File: src/rtl/arc4_encrypt.sv
// rtl/arc4_encrypt.sv - ARC4 encryptor: length-prefixed plaintext RAM to ciphertext RAM
module arc4_encrypt #(
    parameter int KEY_BYTES = 3,
    parameter int MAX_LEN   = 255
) (
    input  logic                   clk,
    input  logic                   rst_n,
    input  logic                   en,
    output logic                   rdy,
    input  logic [KEY_BYTES*8-1:0] key,
    output logic [7:0]             s_addr,
    input  logic [7:0]             s_rddata,
    output logic [7:0]             s_wrdata,
    output logic                   s_wren,
    output logic [7:0]             pt_addr,
    input  logic [7:0]             pt_rddata,
    output logic [7:0]             ct_addr,
    output logic [7:0]             ct_wrdata,
    output logic                   ct_wren
);
    localparam int KIDX_W = (KEY_BYTES > 1) ? $clog2(KEY_BYTES) : 1;
    localparam logic [7:0] MAX_L = 8'(MAX_LEN);
    localparam logic [KIDX_W-1:0] KIDX_LAST = KIDX_W'(KEY_BYTES - 1);

    typedef enum logic [3:0] {
        S_IDLE, S_INIT,
        S_KSA_RI, S_KSA_RJ, S_KSA_WI, S_KSA_WJ,
        S_LEN_RD, S_LEN_WR,
        S_PRGA_RI, S_PRGA_RJ, S_PRGA_WI, S_PRGA_WJ, S_PRGA_PAD, S_PRGA_XOR,
        S_DONE
    } state_t;

    state_t                  state, state_n;
    logic [7:0]              i, i_n, j, j_n, k, k_n, len, len_n;
    logic [7:0]              si, si_n, sj, sj_n;
    logic [KIDX_W-1:0]       kidx, kidx_n;
    logic [KEY_BYTES*8-1:0]  key_q, key_n;
    logic [7:0]              key_byte;
    logic [7:0]              len_v;

    // Byte 0 of the key is the most significant byte
    always_comb begin
        key_byte = '0;
        for (int b = 0; b < KEY_BYTES; b++) begin
            if (kidx == KIDX_W'(b)) key_byte = key_q[8*(KEY_BYTES-1-b) +: 8];
        end
    end

    always_ff @(posedge clk or negedge rst_n) begin
        if (!rst_n) begin
            state <= S_IDLE;
            i     <= '0;
            j     <= '0;
            k     <= '0;
            len   <= '0;
            si    <= '0;
            sj    <= '0;
            kidx  <= '0;
            key_q <= '0;
        end else begin
            state <= state_n;
            i     <= i_n;
            j     <= j_n;
            k     <= k_n;
            len   <= len_n;
            si    <= si_n;
            sj    <= sj_n;
            kidx  <= kidx_n;
            key_q <= key_n;
        end
    end

    always_comb begin
        state_n   = state;
        i_n       = i;
        j_n       = j;
        k_n       = k;
        len_n     = len;
        si_n      = si;
        sj_n      = sj;
        kidx_n    = kidx;
        key_n     = key_q;
        len_v     = '0;
        rdy       = 1'b0;
        s_addr    = '0;
        s_wrdata  = '0;
        s_wren    = 1'b0;
        pt_addr   = '0;
        ct_addr   = '0;
        ct_wrdata = '0;
        ct_wren   = 1'b0;

        case (state)
            S_IDLE, S_DONE: begin
                rdy     = 1'b1;
                state_n = S_IDLE;
                if (en) begin
                    state_n = S_INIT;
                    key_n   = key;
                    i_n     = '0;
                    j_n     = '0;
                    k_n     = '0;
                end
            end
            S_INIT: begin
                s_addr   = i;
                s_wrdata = i;
                s_wren   = 1'b1;
                i_n      = i + 8'd1;
                if (i == 8'hFF) begin
                    state_n = S_KSA_RI;
                    j_n     = '0;
                    kidx_n  = '0;
                end
            end
            S_KSA_RI: begin
                s_addr  = i;
                state_n = S_KSA_RJ;
            end
            S_KSA_RJ: begin
                si_n    = s_rddata;
                j_n     = j + s_rddata + key_byte;
                s_addr  = j_n;
                state_n = S_KSA_WI;
            end
            // Swap writes use the latched reads so i==j leaves S untouched
            S_KSA_WI: begin
                sj_n     = s_rddata;
                s_addr   = i;
                s_wrdata = s_rddata;
                s_wren   = 1'b1;
                state_n  = S_KSA_WJ;
            end
            S_KSA_WJ: begin
                s_addr   = j;
                s_wrdata = si;
                s_wren   = 1'b1;
                i_n      = i + 8'd1;
                kidx_n   = (kidx == KIDX_LAST) ? '0 : kidx + 1'b1;
                state_n  = (i == 8'hFF) ? S_LEN_RD : S_KSA_RI;
            end
            S_LEN_RD: begin
                pt_addr = '0;
                state_n = S_LEN_WR;
            end
            S_LEN_WR: begin
                len_v     = (pt_rddata > MAX_L) ? MAX_L : pt_rddata;
                ct_addr   = '0;
                ct_wrdata = len_v;
                ct_wren   = 1'b1;
                len_n     = len_v;
                i_n       = '0;
                j_n       = '0;
                k_n       = 8'd1;
                state_n   = (len_v == 8'd0) ? S_DONE : S_PRGA_RI;
            end
            S_PRGA_RI: begin
                i_n     = i + 8'd1;
                s_addr  = i_n;
                state_n = S_PRGA_RJ;
            end
            S_PRGA_RJ: begin
                si_n    = s_rddata;
                j_n     = j + s_rddata;
                s_addr  = j_n;
                state_n = S_PRGA_WI;
            end
            S_PRGA_WI: begin
                sj_n     = s_rddata;
                s_addr   = i;
                s_wrdata = s_rddata;
                s_wren   = 1'b1;
                state_n  = S_PRGA_WJ;
            end
            S_PRGA_WJ: begin
                s_addr   = j;
                s_wrdata = si;
                s_wren   = 1'b1;
                state_n  = S_PRGA_PAD;
            end
            // Post-swap S[i]+S[j] equals the pre-swap sum, so latched values suffice
            S_PRGA_PAD: begin
                s_addr  = si + sj;
                pt_addr = k;
                state_n = S_PRGA_XOR;
            end
            S_PRGA_XOR: begin
                ct_addr   = k;
                ct_wrdata = pt_rddata ^ s_rddata;
                ct_wren   = 1'b1;
                if (k == len) begin
                    state_n = S_DONE;
                end else begin
                    k_n     = k + 8'd1;
                    state_n = S_PRGA_RI;
                end
            end
            default: state_n = S_IDLE;
        endcase
    end
endmodule

File: config.mk
export PLATFORM = sky130hd
export DESIGN_NAME = arc4_encrypt
export DESIGN_NICKNAME = d
export VERILOG_FILES = /design/src/rtl/arc4_encrypt.sv
export SDC_FILE = /design/constraint.sdc
export NUM_CORES = 1
export LEC_CHECK = 0
export ABC_CLOCK_PERIOD_IN_PS = 3800
export CORE_MARGIN = 3
export CORE_UTILIZATION = 42
export DETAILED_ROUTE_END_ITERATION = 16
export PLACE_DENSITY = 0.76
export SYNTH_ARGS = -nofsm -noshare
export SYNTH_HDL_FRONTEND = slang
export SYNTH_SLANG_ARGS = --single-unit
File: constraint.sdc
create_clock -name clk -period 3.8 [get_ports clk]
set_clock_uncertainty 0.2 [all_clocks]
set_input_delay 0.38 -clock clk [delete_from_list [all_inputs] [get_ports clk]]
set_output_delay 0.38 -clock clk [all_outputs]
set_load 0.03 [all_outputs]
==> flow_metrics.py <==
metrics = {
    "power_and_ir_drop": {
        "ir_worst_vdd_uv": 565,
        "power.leakage_nw": 3.08,
        "p_per_area_mw_per_mm2": 984,
    },
    "finish": {
        "nets": 768,
        "synthToLayoutAreaGrowth_pct": 31.7,
        "final_layout_size_suffix_gt1_frac": 0.196,
        "nFillCells": 1061,
        "fin_area_sq_mm": 0.00712,
        "diodes": 0,
        "register_area_sq_mm": 0.00195,
        "final-instance-count-excl-fill": 872,
        "multi_input_area_sq_mm": 0.00335,
    },
    "global_route": {
        "use_met2": 0.357,
        "grt_max_degree": 79,
        "grt.overflow.total": 0,
        "grt_pass1_vias": 5043,
        "grt_pass1_wl_microns": 25300,
        "grt_use_total": 0.218,
        "busiest_layer": "met2",
        "use_met1": 0.282,
        "use_met3": 0.0337,
        "antenna_found_initial": 0,
    },
    "floorplanning": {
        "die_area_sq_mm": 0.0143,
        "core_area_sq_mm": 0.0123,
        "die_w_microns": 119,
        "rows": 40,
        "initial_core_util": 0.439,
        "io_pins": 86,
        "die_h_microns": 119,
    },
    "sta": {
        "fmax_ghz": 0.255,
        "finalHoldViolCount": 0,
        "final.period_utilization": 1.03,
        "rsz0062_at_grt": "true",
        "worst_slack_ns": -0.119,
        "slew_headroom": 0.312,
        "setup_viol_count_final": 3,
        "maxSlewViolCount": 0,
        "worst_pin_slew_ns": 1.03,
        "period_needed_ns": 3.92,
    },
    "logic_synthesis": {
        "syn_nets": 656,
        "synthFlopType": "dfrtp_1",
        "syn_area_sq_mm": 0.00541,
        "syn_inst": 587,
        "synth-seq-area-share": 0.361,
        "post_synth_num_cell_types": 69,
        "async_flop_share": 1.00,
        "synth_edf_count": 0,
        "syn_area_per_cell_sq_um": 9.21,
        "yosys_warnings": 0,
        "synth-seq-cells": 78,
    },
    "route": {
        "wl_per_cell_microns": 17.9,
        "drt_iter0_markers": 535,
        "finalWirelength_microns": 15600,
        "postRouteAntennaNets": 0,
        "avgViaCountPerCell": 5.78,
        "vias": 5037,
        "dr.pass1.iters": 8,
        "drc": 0,
    },
    "clocking": {
        "cts_root_buf": "clkbuf_16",
        "clkTransAtPathRegs_ns": 0.06,
        "cts_buffers": 9,
        "cts_tree": "yes",
        "htree_levels": 3,
        "clk_latency_ns": 0.35,
        "cts.path.max_buffers": 2,
        "cts_hold_buf": 0,
        "cts.sinks": 78,
    },
    "worst_setup_path": {
        "cp.required_ns": 3.22,
        "cp.arrival_ns": 3.34,
        "end_kind": "output port",
        "max_stage_delay_ns": 0.39,
        "crit_path_max_fanout": 4,
        "cp_common_cell": "buf_4",
        "rr_startpoint": "j[0]",
        "worstSetupStartpoint": "j[0]",
        "r2r_cells": 14,
        "start_kind": "flop",
        "path_cells": "ha_2 -> fa_2 -> buf_4 -> buf_6 -> a21o_1 -> a21oi_2 -> xnor2_2 -> ha_4 -> buf_4 -> buf_4 -> xnor2_2 -> a22oi_2 -> o211ai_1 -> clkbuf_16",
        "crit_type": "reg2out",
        "crit_slowest_cell": "dfrtp_1",
        "r2r_slack_ns": 0.61,
        "r2r-end": "j[7]",
        "critPathCapture": "s_addr[4]",
    },
    "placed_design": {
        "place.gp.congestion": 0.905,
        "place_ws_ns": -0.406,
        "dpl.cell_count": 849,
        "io_buffers": 85,
        "place_area_sq_mm": 0.00663,
        "dpl.hpwl_microns": 11200,
    },
    "outcome": {
        "status": "finished, violations left",
        "violations": "setup timing",
    },
    "hold_path": {
        "hold_class": "in2async",
    },
    "flow_run": {
        "maxCapViolCount": 0,
    },
}
layout make-up:
class,instances,share of cell area
Multi-Input combinational cell,465,0.470
Sequential cell,78,0.274
Timing Repair Buffer,134,0.177
Clock buffer,10,0.0321
Tap cell,168,0.0295
Clock inverter,6,0.0121
Inverter,11,0.00580
registers in the layout, indices dropped and copies added (netlist names):
register	cells
k	8
sj	8
key_q	24
kidx	2
j	8
state	4
len	8
si	8
i	8
layer usage:
| metal | up-vias | wire length [microns] |
|---|---|---|
| li1 | 2346 | - |
| met1 | 2454 | 6410 |
| met2 | 190 | 7790 |
| met3 | 47 | 921 |
| met4 | 0 | 496 |
| met5 | - | 0 |
what timing repair did:
action,4_1_cts,5_1_grt
pin swaps,7,15
hold endpoints to repair,0,0
gates resized for setup,14,23
buffers inserted,3,4
setup endpoints to repair,5,10
worst min path at each step:
stage          startpoint       end  slack [ns]  cells past startpoint
3_5_place_dp     key_q[7]  key_q[7]        0.27                      1
2_1_floorplan       rst_n      i[0]       -0.12                      0
3_3_place_gp     key_q[7]  key_q[7]        0.27                      1
5_1_grt             rst_n  key_q[8]        0.10                      1
4_1_cts             rst_n  key_q[8]        0.06                      1
6_report            rst_n  key_q[8]       0.002                      1
through the flow:
stage / hold slack, ns / setup TNS [ns] / util / total power, W
2_1_floorplan: -0.116 / 0 / - / 0.00415
3_3_place_gp: 0.265 / -0.791 / 0.538 / 0.00538
3_5_place_dp: 0.269 / -1.20 / 0.538 / 0.00555
4_1_cts: 0.0553 / -0.0590 / 0.567 / 0.00661
5_1_grt: 0.103 / -0.665 / 0.579 / 0.00745
6_report: 0.00179 / -0.245 / 0.579 / 0.00701
placed cells by master (no fill, tap or decap), types with 19 or more instances in the layout:
cell type and count:
a21oi_1 21, and2_1 19, buf_4 52, clkdlybuf4s50_1 74, dfrtp_1 77, ha_1 20, mux2_1 20, mux2_2 22
nand2_1 85, nor2_1 31, o21ai_0 50
report_power, final:
part	internal, W	total, W	switching (W)
logic	0.00212	0.00457	0.00245
clock network	0.000575	0.000945	0.000370
registers	0.00119	0.00150	0.000316
total	0.00388	0.00701	0.00313
cell usage after synthesis, types with 4 or more instances:
cell type | number | area (sq um)
and2_1 | 19 | 119
mux2i_1 | 10 | 100
a211oi_1 | 7 | 52.6
buf_6 | 4 | 45.0
a222oi_1 | 10 | 100
mux2_2 | 22 | 248
inv_1 | 11 | 41.3
o221ai_1 | 4 | 35.0
dfrtp_1 | 78 | 1950
o31ai_1 | 8 | 60.1
buf_4 | 5 | 37.5
nand2b_1 | 5 | 31.3
a31oi_1 | 4 | 25.0
xor2_1 | 14 | 123
nor2_1 | 31 | 116
and3_1 | 4 | 25.0
xnor2_1 | 14 | 123
a21o_1 | 6 | 45.0
nand4_1 | 6 | 37.5
or2_2 | 5 | 31.3
nor3_1 | 9 | 45.0
mux2_1 | 20 | 225
nand2_1 | 85 | 319
nand3_1 | 13 | 65.1
buf_2 | 13 | 65.1
a21oi_1 | 25 | 125
ha_1 | 23 | 288
a22oi_1 | 6 | 45.0
o21ai_0 | 55 | 275
o21bai_1 | 5 | 37.5
clkbuf_1 | 10 | 37.5
critical path, delay by kind of cell, from the launching register on:
| kind | cells | cell delay, ns |
|---|---|---|
| xor gates and xnor gates | 2 | 0.31 |
| adders and majority gates | 3 | 0.81 |
| buffers and inverters | 5 | 0.74 |
| DFF | 1 | 0.39 |
| AOI/OAI and AO/OA | 4 | 0.73 |
cell families after synthesis:
family          Yosys count  share of synthesized area
simple gates            202                      0.187
compound gates          157                      0.193
flops                    78                      0.361
mux                      52                      0.106
buf+inv                  44                     0.0426
xor+xnor                 28                     0.0454
fa+ha+maj                26                     0.0643
Note: power is estimated with default switching activity, not from simulation.
